File: config.mk
export PLATFORM = sky130hd
export DESIGN_NAME = control_sequencer
export DESIGN_NICKNAME = d
export VERILOG_FILES = /design/src/rtl/control_sequencer_pkg.sv /design/src/rtl/control_sequencer_dec.sv /design/src/rtl/control_sequencer.sv
export SDC_FILE = /design/constraint.sdc
export NUM_CORES = 1
export LEC_CHECK = 0
export ABC_AREA = 1
export BUFFER_PORTS_ARGS = -buffer_cell sky130_fd_sc_hd__buf_2
export CELL_PAD_IN_SITES_DETAIL_PLACEMENT = 1
export CELL_PAD_IN_SITES_GLOBAL_PLACEMENT = 2
export CORE_AREA = 2 2 86 88
export CTS_CLUSTER_DIAMETER = 200
export CTS_CLUSTER_SIZE = 30
export DETAILED_ROUTE_END_ITERATION = 10
export DIE_AREA = 0 0 88 90
export MAX_ROUTING_LAYER = met4
export PLACE_DENSITY_LB_ADDON = 0.1
export SLEW_MARGIN = 20
export SYNTH_ARGS = -nofsm -noshare
export SYNTH_HDL_FRONTEND = slang
export SYNTH_SLANG_ARGS = --single-unit
export TNS_END_PERCENT = 50
File: constraint.sdc
create_clock -name clk -period 1.75 [get_ports clk]
set_input_delay 0.35 -clock clk [delete_from_list [all_inputs] [get_ports clk]]
set_output_delay 0.35 -clock clk [all_outputs]
set_load 0.1 [all_outputs]
File: src/rtl/control_sequencer_pkg.sv
// Shared constants and types for the control sequencer: opcodes, ALU codes, state encoding.
package control_sequencer_pkg;

   localparam int unsigned IR_W   = 32;
   localparam int unsigned OP_W   = 5;
   localparam int unsigned REG_W  = 4;
   localparam int unsigned NREG   = 16;
   localparam int unsigned ALU_W  = 4;
   localparam int unsigned STEP_W = 4;
   localparam int unsigned IMM_W  = IR_W - OP_W - 3 * REG_W;

   localparam logic [OP_W-1:0] OP_LD   = 5'b00000;
   localparam logic [OP_W-1:0] OP_ST   = 5'b00010;
   localparam logic [OP_W-1:0] OP_ADD  = 5'b00011;
   localparam logic [OP_W-1:0] OP_SUB  = 5'b00100;
   localparam logic [OP_W-1:0] OP_AND  = 5'b00101;
   localparam logic [OP_W-1:0] OP_OR   = 5'b00110;
   localparam logic [OP_W-1:0] OP_SHR  = 5'b00111;
   localparam logic [OP_W-1:0] OP_SHL  = 5'b01000;
   localparam logic [OP_W-1:0] OP_ADDI = 5'b01100;
   localparam logic [OP_W-1:0] OP_NOP  = 5'b11010;
   localparam logic [OP_W-1:0] OP_HALT = 5'b11011;

   localparam logic [ALU_W-1:0] ALU_ADD = 4'b0000;
   localparam logic [ALU_W-1:0] ALU_SUB = 4'b0001;
   localparam logic [ALU_W-1:0] ALU_AND = 4'b0010;
   localparam logic [ALU_W-1:0] ALU_OR  = 4'b0011;
   localparam logic [ALU_W-1:0] ALU_SHR = 4'b0100;
   localparam logic [ALU_W-1:0] ALU_SHL = 4'b0101;

   // State codes double as the externally visible step value.
   typedef enum logic [STEP_W-1:0] {
      S_IDLE = 4'd0,
      S_T0   = 4'd1,
      S_T1   = 4'd2,
      S_T2   = 4'd3,
      S_T3   = 4'd4,
      S_T4   = 4'd5,
      S_T5   = 4'd6,
      S_T6   = 4'd7,
      S_T7   = 4'd8,
      S_HALT = 4'd15
   } state_t;

   // Instruction register field layout.
   typedef struct packed {
      logic [OP_W-1:0]  opcode;
      logic [REG_W-1:0] ra;
      logic [REG_W-1:0] rb;
      logic [REG_W-1:0] rc;
      logic [IMM_W-1:0] imm;
   } ir_t;

   typedef enum logic [2:0] {
      C_ALU, C_ADDI, C_LD, C_ST, C_NOP, C_HALT, C_BAD
   } op_class_t;

   // Group opcodes by the micro-step sequence they follow.
   function automatic op_class_t classify(input logic [OP_W-1:0] op);
      case (op)
         OP_ADD, OP_SUB, OP_AND, OP_OR, OP_SHR, OP_SHL: classify = C_ALU;
         OP_ADDI: classify = C_ADDI;
         OP_LD:   classify = C_LD;
         OP_ST:   classify = C_ST;
         OP_NOP:  classify = C_NOP;
         OP_HALT: classify = C_HALT;
         default: classify = C_BAD;
      endcase
   endfunction

   // ALU operation for register-register opcodes.
   function automatic logic [ALU_W-1:0] alu_code(input logic [OP_W-1:0] op);
      case (op)
         OP_SUB:  alu_code = ALU_SUB;
         OP_AND:  alu_code = ALU_AND;
         OP_OR:   alu_code = ALU_OR;
         OP_SHR:  alu_code = ALU_SHR;
         OP_SHL:  alu_code = ALU_SHL;
         default: alu_code = ALU_ADD;
      endcase
   endfunction

endpackage

File: src/rtl/control_sequencer_dec.sv
// 4-to-16 one-hot decoder used for the register-file enable vectors.
module dec_4_to_16
   import control_sequencer_pkg::*;
(
   input  logic [REG_W-1:0] sel,
   input  logic             en,
   output logic [NREG-1:0]  onehot
);

   // One bit set at the selected index when enabled, all zero otherwise.
   always_comb begin
      onehot = '0;
      if (en) begin
         onehot[sel] = 1'b1;
      end
   end

endmodule

File: src/rtl/control_sequencer.sv
// Hardwired micro-step sequencer: fetch T0-T2, execute T3-T7, sticky halt.
module control_sequencer
   import control_sequencer_pkg::*;
(
   input  logic                clk,
   input  logic                reset,
   input  logic                run,
   input  logic [IR_W-1:0]     ir,
   input  logic                mem_ready,
   output logic                PCout,
   output logic                Zlowout,
   output logic                MDRout,
   output logic                Cout,
   output logic                MARin,
   output logic                Zin,
   output logic                PCin,
   output logic                MDRin,
   output logic                IRin,
   output logic                Yin,
   output logic                IncPc,
   output logic                read,
   output logic                write,
   output logic [NREG-1:0]     reg_in,
   output logic [NREG-1:0]     reg_out,
   output logic [ALU_W-1:0]    control,
   output logic                halted,
   output logic                illegal,
   output logic [STEP_W-1:0]   step
);

   ir_t              f;
   op_class_t        cls;
   state_t           state;
   state_t           state_next;
   state_t           fetch_st;
   logic             t1_held;
   logic [REG_W-1:0] out_idx;
   logic             out_en;
   logic             in_en;
   logic             unused_imm;

   assign f          = ir_t'(ir);
   assign cls        = classify(f.opcode);
   assign unused_imm = ^f.imm;
   assign fetch_st   = run ? S_T0 : S_IDLE;
   assign step       = STEP_W'(state);
   assign halted     = (state == S_HALT);

   // State register, first-T1-cycle marker and sticky illegal flag.
   always_ff @(posedge clk) begin
      if (reset) begin
         state   <= S_IDLE;
         t1_held <= 1'b0;
         illegal <= 1'b0;
      end else begin
         state   <= state_next;
         t1_held <= (state == S_T1) && (state_next == S_T1);
         if ((state == S_T3) && (cls == C_BAD)) begin
            illegal <= 1'b1;
         end
      end
   end

   // Next-state and Moore strobe decode from state and instruction fields.
   always_comb begin
      state_next = state;
      PCout      = 1'b0;
      Zlowout    = 1'b0;
      MDRout     = 1'b0;
      Cout       = 1'b0;
      MARin      = 1'b0;
      Zin        = 1'b0;
      PCin       = 1'b0;
      MDRin      = 1'b0;
      IRin       = 1'b0;
      Yin        = 1'b0;
      IncPc      = 1'b0;
      read       = 1'b0;
      write      = 1'b0;
      control    = ALU_ADD;
      out_idx    = '0;
      out_en     = 1'b0;
      in_en      = 1'b0;

      case (state)
         S_IDLE: begin
            if (run) state_next = S_T0;
         end
         S_T0: begin
            PCout      = 1'b1;
            MARin      = 1'b1;
            IncPc      = 1'b1;
            Zin        = 1'b1;
            state_next = S_T1;
         end
         S_T1: begin
            Zlowout = 1'b1;
            PCin    = !t1_held;
            read    = 1'b1;
            MDRin   = 1'b1;
            if (mem_ready) state_next = S_T2;
         end
         S_T2: begin
            MDRout     = 1'b1;
            IRin       = 1'b1;
            state_next = S_T3;
         end
         S_T3: begin
            case (cls)
               C_ALU, C_ADDI, C_LD, C_ST: begin
                  out_idx    = f.rb;
                  out_en     = 1'b1;
                  Yin        = 1'b1;
                  state_next = S_T4;
               end
               C_NOP:   state_next = fetch_st;
               default: state_next = S_HALT;
            endcase
         end
         S_T4: begin
            Zin        = 1'b1;
            state_next = S_T5;
            if (cls == C_ALU) begin
               out_idx = f.rc;
               out_en  = 1'b1;
               control = alu_code(f.opcode);
            end else begin
               Cout = 1'b1;
            end
         end
         S_T5: begin
            Zlowout = 1'b1;
            if ((cls == C_LD) || (cls == C_ST)) begin
               MARin      = 1'b1;
               state_next = S_T6;
            end else begin
               in_en      = 1'b1;
               state_next = fetch_st;
            end
         end
         S_T6: begin
            MDRin = 1'b1;
            if (cls == C_ST) begin
               out_idx    = f.ra;
               out_en     = 1'b1;
               state_next = S_T7;
            end else begin
               read = 1'b1;
               if (mem_ready) state_next = S_T7;
            end
         end
         S_T7: begin
            if (cls == C_ST) begin
               write = 1'b1;
               if (mem_ready) state_next = fetch_st;
            end else begin
               MDRout     = 1'b1;
               in_en      = 1'b1;
               state_next = fetch_st;
            end
         end
         S_HALT: begin
            state_next = S_HALT;
         end
         default: state_next = S_IDLE;
      endcase
   end

   dec_4_to_16 u_dec_out (
      .sel    (out_idx),
      .en     (out_en),
      .onehot (reg_out)
   );

   dec_4_to_16 u_dec_in (
      .sel    (f.ra),
      .en     (in_en),
      .onehot (reg_in)
   );

endmodule

==> out/qor.yml <==
cts_tree: "done"
arrival_ps: 1850
final_nets: 392
design.core.area_um2: 7020
drc: 0
synth_fp_nets: 243
hold_path_end: "step[0]$_SDFF_PP0_"
yosys.area_share.simple_pct: 63.89
die_x_um: 88
start_util_pct: 15.40
drv_slew: 0
grt_pass1_wl_um: 9791
clk_path_buf_depth: 2
avgRoutedWirePerCell_um: 13.33
fin_skew_ps: 1.927
hold_viol: 0
cpMaxStageDelayCell: "dfxtp_4"
min_path_type: "in2reg"
gr-total-overflow: 0
syn_avg_cell_area_um2: 5.222
yosysTopAreaCell: "nor2_1"
synth-compound-area-share_pct: 11.46
grt_start_max_net_pins: 9
hpwl_um: 4817
synthToLayoutAreaGrowth_pct: 246.2
clk_latency_ps: 220
final-seq-area_um2: 135.1
synth_top_area_share_pct: 20.14
multiInputGateArea_um2: 1514
yosysWarnings: 0
yosys-top-cells-count: "nor2_1, nand2_1, inv_1"
synth_xor_area_share_pct: 0
start_kind: "flip-flop"
firstDrtPassIters: 4
end_kind: "primary output"
die_h_um: 90
crit_top_cell: "nor2_4"
ys_seq_elements: 6
leakagePower_nw: 1.544
synth_top_family_by_area: "simple AND/OR/NAND/NOR gates"
synthTopCellsByArea: "nor2_1, nand2_1, dfxtp_1"
crit_type: "reg2out"
required_ps: 1400
antenna_found_initial: 0
synth_cell_types: 26
r2r_start: "step[2]$_SDFF_PP0_"
critPathTopFamily: "simple AND/OR/NAND/NOR gates"
fill_cells: 802
path_buf_inv: 4
powerDensity_nw_per_um2: 339.8
setup_ws_ps: -446.0
ir_drop_v: 0.0004723
dieArea_um2: 7920
syn_area_um2: 1081
worstPathMaxFanout: 5
wl_um: 6038
reg2reg_to: "t1_held$_SDFF_PP0_"
rsz0062_at_grt: "true"
synth.most_common_cell: "nor2_1"
root_buffer: "clkbuf_8"
finalPower_w: 0.001272
reg2reg_slack_ps: 140
hold_depth: 2
diodes: 0
setup_viol: 43
path_cells: "inv_4 -> nor2_4 -> inv_4 -> nor2_4 -> nand4_1 -> nand3_4 -> buf_6 -> nand2_8 -> nor2_4 -> buf_12"
r2r.worst_path.cells: 13
synth_edf_count: 0
place.gp.congestion: 0.8286
final_util_pct: 53.31
violations: "negative setup slack"
outcome: "finished, violations left"
worstHoldStart: "reset"
drt_iter0_markers: 26
grt_util_all_layers_pct: 15.54
finalCritPeriodShare_pct: 125.5
clk_pin_slew_ps: 40
ys_seq_area_share_pct: 11.11
max_clock_freq_mhz: 455.4
max_cap_violations: 0
synthCells: 207
final_antenna_net_count: 0
vias: 1874
cts-buffers-inserted: 3
pin_count: 91
io_buffers: 74
core.rowCount: 31
cp_slowest_stage_delay_ps: 350
cts_hold_buffers: 0
yosys-mux-area-fraction_pct: 0
drive_gt1_share_pct: 78.53
synth_top_flop_cell: "dfxtp_1"
period_needed_ps: 2196
grt_pass1_vias: 2011
cts.sinks: 6
synthArstFlopShare_pct: 0
via_per_inst: 4.137
htreeDepth: 1
synth-adder-area-share_pct: 0
sequential cells by signal, summed over array words and instances, names as in the netlist:
| name | flops |
|---|---|
| illegal | 1 |
| step | 4 |
| t1_held | 1 |
final cells by class:
cell class	instances	share of cell area, %
Sequential cell	6	3.611
Inverter	34	4.346
Tap cell	99	3.310
Clock buffer	3	1.103
Multi-Input combinational cell	165	40.45
Timing Repair Buffer	146	47.17
per-stage QoR:
step	hold slack (ps)	worst slack, ps	TNS, ps	cell area, um^2	cells
floorplan	409.4	-921.6	-27850	1539	207
global placement	456.3	-512.6	-18020	3129	428
detailed placement	473.2	-548.3	-17690	3129	428
CTS	360.1	-486.0	-16070	3437	445
global route	372.9	-584.9	-20420	3742	453
finish	364.9	-446.0	-15800	3742	453
cell families (layout without fill, tap and decap cells):
family	count (synthesis)	after routing
buffers and inverters	36	183
AND/OR/NAND/NOR	143	143
flip-flops	6	6
other	1	1
AO/OA/AOI/OAI	21	21
power breakdown:
group | switching (W) | internal, W
logic | 0.000569 | 0.000332
clock network | 0.0000617 | 0.000148
registers | 0.0000145 | 0.000147
total | 0.000645 | 0.000627
layer usage:
metal | vias to the layer above | part of all wire, % | GRT usage, %
li1 | 945 | - | -
met4 | 0 | 0.76 | 0.7692
met1 | 872 | 39 | 18.66
met5 | - | 0 | -
met3 | 7 | 3.5 | 1.837
met2 | 50 | 57 | 28.66
worst max path at each step:
stage               cells after the start                from           to  slack (ps)
finish                                 10  step[2]$_SDFF_PP0_  reg_out[14]        -450
global route                           14              ir[29]   reg_out[0]        -580
CTS                                    11  step[2]$_SDFF_PP0_  reg_out[12]        -490
detailed placement                     14              ir[28]  reg_out[12]        -550
global placement                       14              ir[30]   reg_out[0]        -510
floorplan                              10  step[2]$_SDFF_PP0_  reg_out[13]        -920
cell usage in the layout, fill, tap and decap left out, types with 8 or more instances in the layout:
cell / instances
buf_12: 53
buf_2: 20
buf_4: 58
buf_6: 15
inv_1: 16
inv_4: 9
nand2_1: 23
nand2_2: 12
nand2_4: 9
nand3_4: 8
nor2_1: 10
nor2_4: 51
timing repair:
item	4_1_cts	5_1_grt
setup buffers	14	8
setup endpoints to repair	46	53
gates resized for setup	49	65
pin swaps	35	47
No activity file was read; power rests on OpenSTA's default activity.
